===== src/rtl/piso_pkg.sv =====
// Shared definitions for the parallel-in serial-out transmitter:
// FSM state encoding and the bit-counter width helper.
package piso_pkg;

  typedef enum logic {
    IDLE  = 1'b0,
    SHIFT = 1'b1
  } state_t;

  // Counter must hold 0..w-1; never narrower than one bit.
  function automatic int cnt_width(input int w);
    return (w < 2) ? 1 : $clog2(w);
  endfunction

endpackage


===== src/rtl/piso_tx.sv =====
// Parallel-in serial-out transmitter: captures a WIDTH-bit word on a
// valid/ready handshake and emits it LSB first, one bit per cycle.
module piso_tx
  import piso_pkg::*;
#(
  parameter int WIDTH = 3
) (
  input  logic             clk,
  input  logic             Reset,
  input  logic [WIDTH-1:0] data_in,
  input  logic             load_valid,
  output logic             load_ready,
  output logic             sout,
  output logic             shift_en,
  output logic             busy,
  output logic             done
);

  localparam int            CW   = cnt_width(WIDTH);
  localparam logic [CW-1:0] LAST = CW'(WIDTH - 1);

  state_t           state;
  logic [CW-1:0]    cnt;
  logic [WIDTH-1:0] sreg;
  logic             last;
  logic             accept;

  // Output decode uses only state and counter, so ready never depends on valid.
  assign last       = (state == SHIFT) && (cnt == LAST);
  assign load_ready = (state == IDLE) || last;
  assign accept     = load_valid && load_ready;

  assign busy     = (state == SHIFT);
  assign shift_en = (state == SHIFT);
  assign done     = last;
  assign sout     = (state == SHIFT) && sreg[0];

  always_ff @(posedge clk) begin
    if (Reset) begin
      state <= IDLE;
      cnt   <= '0;
      sreg  <= '0;
    end else if (accept) begin
      state <= SHIFT;
      cnt   <= '0;
      sreg  <= data_in;
    end else if (state == SHIFT) begin
      // Zero fill keeps the register clear once the word has drained.
      sreg <= {1'b0, sreg[WIDTH-1:1]};
      if (last) begin
        state <= IDLE;
        cnt   <= '0;
      end else begin
        cnt <= cnt + 1'b1;
      end
    end
  end

endmodule


===== config.mk =====
export PLATFORM = sky130hd
export DESIGN_NAME = piso_tx
export DESIGN_NICKNAME = d
export VERILOG_FILES = /design/src/rtl/piso_pkg.sv /design/src/rtl/piso_tx.sv
export SDC_FILE = /design/constraint.sdc
export NUM_CORES = 1
export LEC_CHECK = 0
export CORE_AREA = 5 5 42 44
export CTS_BUF_LIST = sky130_fd_sc_hd__clkbuf_8
export DETAILED_ROUTE_END_ITERATION = 6
export DIE_AREA = 0 0 47 49
export HOLD_SLACK_MARGIN = 0.05
export PLACE_DENSITY = 0.46
export SYNTH_ARGS = -nofsm -noshare
export SYNTH_HDL_FRONTEND = slang
export SYNTH_SLANG_ARGS = --single-unit

===== constraint.sdc =====
create_clock -name clk -period 2.37 [get_ports clk]
set_clock_uncertainty 0.1 [all_clocks]
set_input_delay 0.5925 -clock clk [delete_from_list [all_inputs] [get_ports clk]]
set_output_delay 0.5925 -clock clk [all_outputs]
set_load 0.05 [all_outputs]

# Yosys cells after proc, flatten, opt, wreduce, memory -nomap -nowiden

Index checks and enable logic that the tools add are counted.
Widths: inputs -> output; s select.

Muxes and demuxes: 6
$add $sub $neg: 1
$mul: 0
Reductions and logical operators: 6
Bitwise logic cells: 1
Div/mod/pow operators: 0
Shift operators: 0
Magnitude comparators: 0
Eq/ne operators: 1

Operator list:

| kind                | count |
|---|---|
| $mux 3              | 2 |
| $logic_and 1x1->1   | 3 |
| $mux 1              | 3 |
| $add 2x1->2 const B | 1 |
| $eq 2x2->1 const B  | 1 |
| $mux 2              | 1 |
| $reduce_bool 2->1   | 1 |
| $reduce_or 2->1     | 1 |
| $logic_or 1x1->1    | 1 |
| $not 1->1           | 1 |

Bits in read-only memories: 0
Word-level logic and storage cells: 18
Input bits: 6
Latch bits: 0
Memories kept: 0
RAM bits: 0
Register bits: 6
Output and inout port bits: 5

# Logic depth before layout (Yosys ltp)

Depth after elaboration: 5
Mapped depth: 4
Gate-level depth less buffers: 3

# Least setup slack after synthesis

No wires, ideal clock.

Kind: reg2out
Start: reg state (netlist: busy)
End: out done
Path buffers: 1
Data required time: 1,678 ps
Stages on the path, launching flop included: 4
Setup slack: 50 ps
Arrival: 1,628 ps
Cells stage by stage: dfxtp_1 -> buf_2 -> inv_1 -> nor2_1

Cells in the longest elaborated chain, start to end: 1

RTL lines:

| item                     | line          | source |
|---|---|---|
| start: declaration       | piso_tx.sv:22 | `state_t state;` |
| start signal: assignment | piso_tx.sv:40 | `state <= IDLE;` |
| start signal: assignment | piso_tx.sv:44 | `state <= SHIFT;` |
| start signal: assignment | piso_tx.sv:51 | `state <= IDLE;` |
| $logic_and 1x1->1        | piso_tx.sv:29 | `assign last = (state == SHIFT) && (cnt == LAST);` |
| end: declaration         | piso_tx.sv:16 | `output logic done` |

No other way between the ends.

# Worst setup path in the final report

Same ends and word-level chain as after synthesis.

==> results_dict.tcl <==
set metrics [dict create \
    gr-total-overflow 0 \
    path_class "reg2out" \
    hold_path.startpoint "sreg[1]$_SDFFE_PP0P_" \
    min_to "sreg[1]$_SDFFE_PP0P_" \
    nNetsFinal 56 \
    clkTransAtPathRegs_ps 40 \
    dp_cells 61 \
    final_design_area_no_fill_um2 438 \
    startpoint_type "flip-flop" \
    cts_setup_buffers 0 \
    drt_iter0_drc 13 \
    cp_max_fo 12 \
    vias 270 \
    hold_slack_ps 387 \
    synth_top_family_by_area "simple AND/OR/NAND/NOR gates" \
    cts_buffers 3 \
    drtAntennaViolNets 0 \
    hold_viol 0 \
    start_util_pct 22.6 \
    synth_compound_area_share_pct 16.6 \
    synth_xor_xnor_area_share_pct 0 \
    cts_root_buffer "clkbuf_8" \
    reg2reg_from "busy$_SDFF_PP0_" \
    track_usage_pct 7.54 \
    grt_first_pass_wirelength_mm 1.22 \
    worstPathArrival_ps 1220 \
    yosysUniqueCellTypes 18 \
    required_ps 1680 \
    pwr_density_cell_nw_per_um2 722 \
    r2r-end "sreg[1]$_SDFFE_PP0P_" \
    mappedNetlistArea_um2 317 \
    worstMarginPinSlew_ps 387 \
    max_cap_viol_count 0 \
    route.detailed.drc 0 \
    min_period_ps 1910 \
    syn-mean-instance-area_um2 8.33 \
    slew_headroom_pct 74.2 \
    io_pins 11 \
    grt_max_degree 13 \
    seq_area_frac_synth_pct 37.9 \
    clk_latency_ps 220 \
    fmax_mhz 523 \
    synth_cells 38 \
    layout-drive-gt1-share_pct 20.8 \
    core_area_um2 1400 \
    viasPerCell 4.22 \
    area_delta_synth_final_pct 38.3 \
    worstSetupStartpoint "busy$_SDFF_PP0_" \
    wl_per_cell_um 11.2 \
    hold_class "reg2reg" \
    dpl.hpwl_um 514 \
    clockBufferDepth 2 \
    rsz0062_at_grt "false" \
    port_buffers 10 \
    yosys.area_share.simple_pct 29.6 \
    synth_nets 44 \
    routed_wl_um 718 \
    die_y_um 49 \
    tns_ps 0 \
    status "completed" \
    die_area_um2 2300 \
    postPlaceCellArea_um2 397 \
    setup_viol_count_final 0 \
    ir_worst_vdd_uv 325 \
    synth_mux_area_share_pct 3.56 \
    ys_warn_count 0 \
    post_cts_resize_count 0 \
    synth_seq_cells 6 \
    reg2reg_slack_ps 1060 \
    grt_antenna_before_repair 0 \
    rows 14 \
    first_pass_iters 2 \
    power_leakage_uw 0.000177 \
    fin_cells 64 \
    gp_congestion 0.633 \
    worstHoldPathCells 1 \
    grt_pass1_vias 274 \
    die_x_um 47 \
    hold_buffers 0 \
    final_max_slew_viol_count 0 \
    antenna_cells 0 \
    r2r_cells 2 \
    cts_tree "done" \
    finalCritPeriodShare_pct 80.7 \
    critical_path.endpoint_type "primary output" \
    h-tree-depth 1 \
    synth_fa_ha_area_share_pct 0 \
    cts_sinks 6 \
]
layer usage:
layer	global-route usage, %	up-vias	share of wire, %
met5	0	-	0
met4	2.76	0	0
met3	7.01	0	8.6
met2	7.92	10	37
met1	10.3	109	54
li1	-	151	-
synth_stat cells:
master | count | share of area [%]
a21oi_1 | 5 | 7.9
a22oi_1 | 1 | 2.4
a311o_1 | 2 | 6.3
and2_1 | 1 | 2.0
and3b_2 | 1 | 3.2
buf_2 | 1 | 1.6
buf_4 | 1 | 2.4
buf_8 | 1 | 4.7
dfxtp_1 | 6 | 38
inv_1 | 3 | 3.6
mux2_2 | 1 | 3.6
nand2_1 | 3 | 3.6
nand2b_1 | 1 | 2.0
nand3b_1 | 3 | 7.1
nor2_1 | 5 | 5.9
nor3_1 | 1 | 1.6
nor3b_1 | 1 | 2.4
nor4_1 | 1 | 2.0
sequential cells by signal (all words and copies together) (netlist names):
signal	flops
cnt	2
busy	1
sreg	3
through the flow:
stage	total power, uW	setup WS (ps)	util [%]
finish	316	457	31.3
global route	338	358	31.3
CTS	322	461	31.3
detailed placement	167	353	28.3
global placement	168	346	28.3
floorplan	151	49.9	-
area by class of cell:
class,instances,area [um2]
Tap cell,16,20.0
Timing Repair Buffer,10,87.6
Sequential cell,6,120
Inverter,3,11.3
Clock buffer,3,41.3
Fill cell,161,963
Multi-Input combinational cell,26,158
kinds of logic (layout without fill, tap and decap cells):
logic type | after synthesis | count (layout)
compound gates | 8 | 8
buf+inv | 6 | 16
flops | 6 | 6
mux | 1 | 1
simple gates | 17 | 17
worst max-delay path: stages (launching register included):
cell and delay (ps):
dfxtp_1 540, inv_1 130, nor2_1 120, buf_4 200
cells in the final DEF (no fill, tap or decap), drive strengths merged:
cell and instances:
dfxtp 6, nor2 5, a21oi 5, clkdlybuf4s50 5, buf 5, nand2 3, inv 3, nand3b 3
clkbuf 3, a311o 2, nand2b 1, and2 1, and3b 1, nor4 1, mux2 1, a22oi 1
nor3b 1, nor3 1
worst max path at each step:
stage                      endpoint  slack, ps  depth (start not counted)
2_1_floorplan                  done         50                          3
3_3_place_gp   sreg[1]$_SDFFE_PP0P_        350                          4
3_5_place_dp   sreg[1]$_SDFFE_PP0P_        350                          4
4_1_cts                        done        460                          3
5_1_grt                        done        360                          3
6_report                       done        460                          3
report_power, final:
part	leakage [uW]	total, uW	switching, uW	internal, uW
clock	0.0000216	150	41.4	109
combinational	0.000106	51.4	29.6	21.8
sequential	0.0000493	115	7.01	108
No activity file was read; power rests on OpenSTA's default activity.
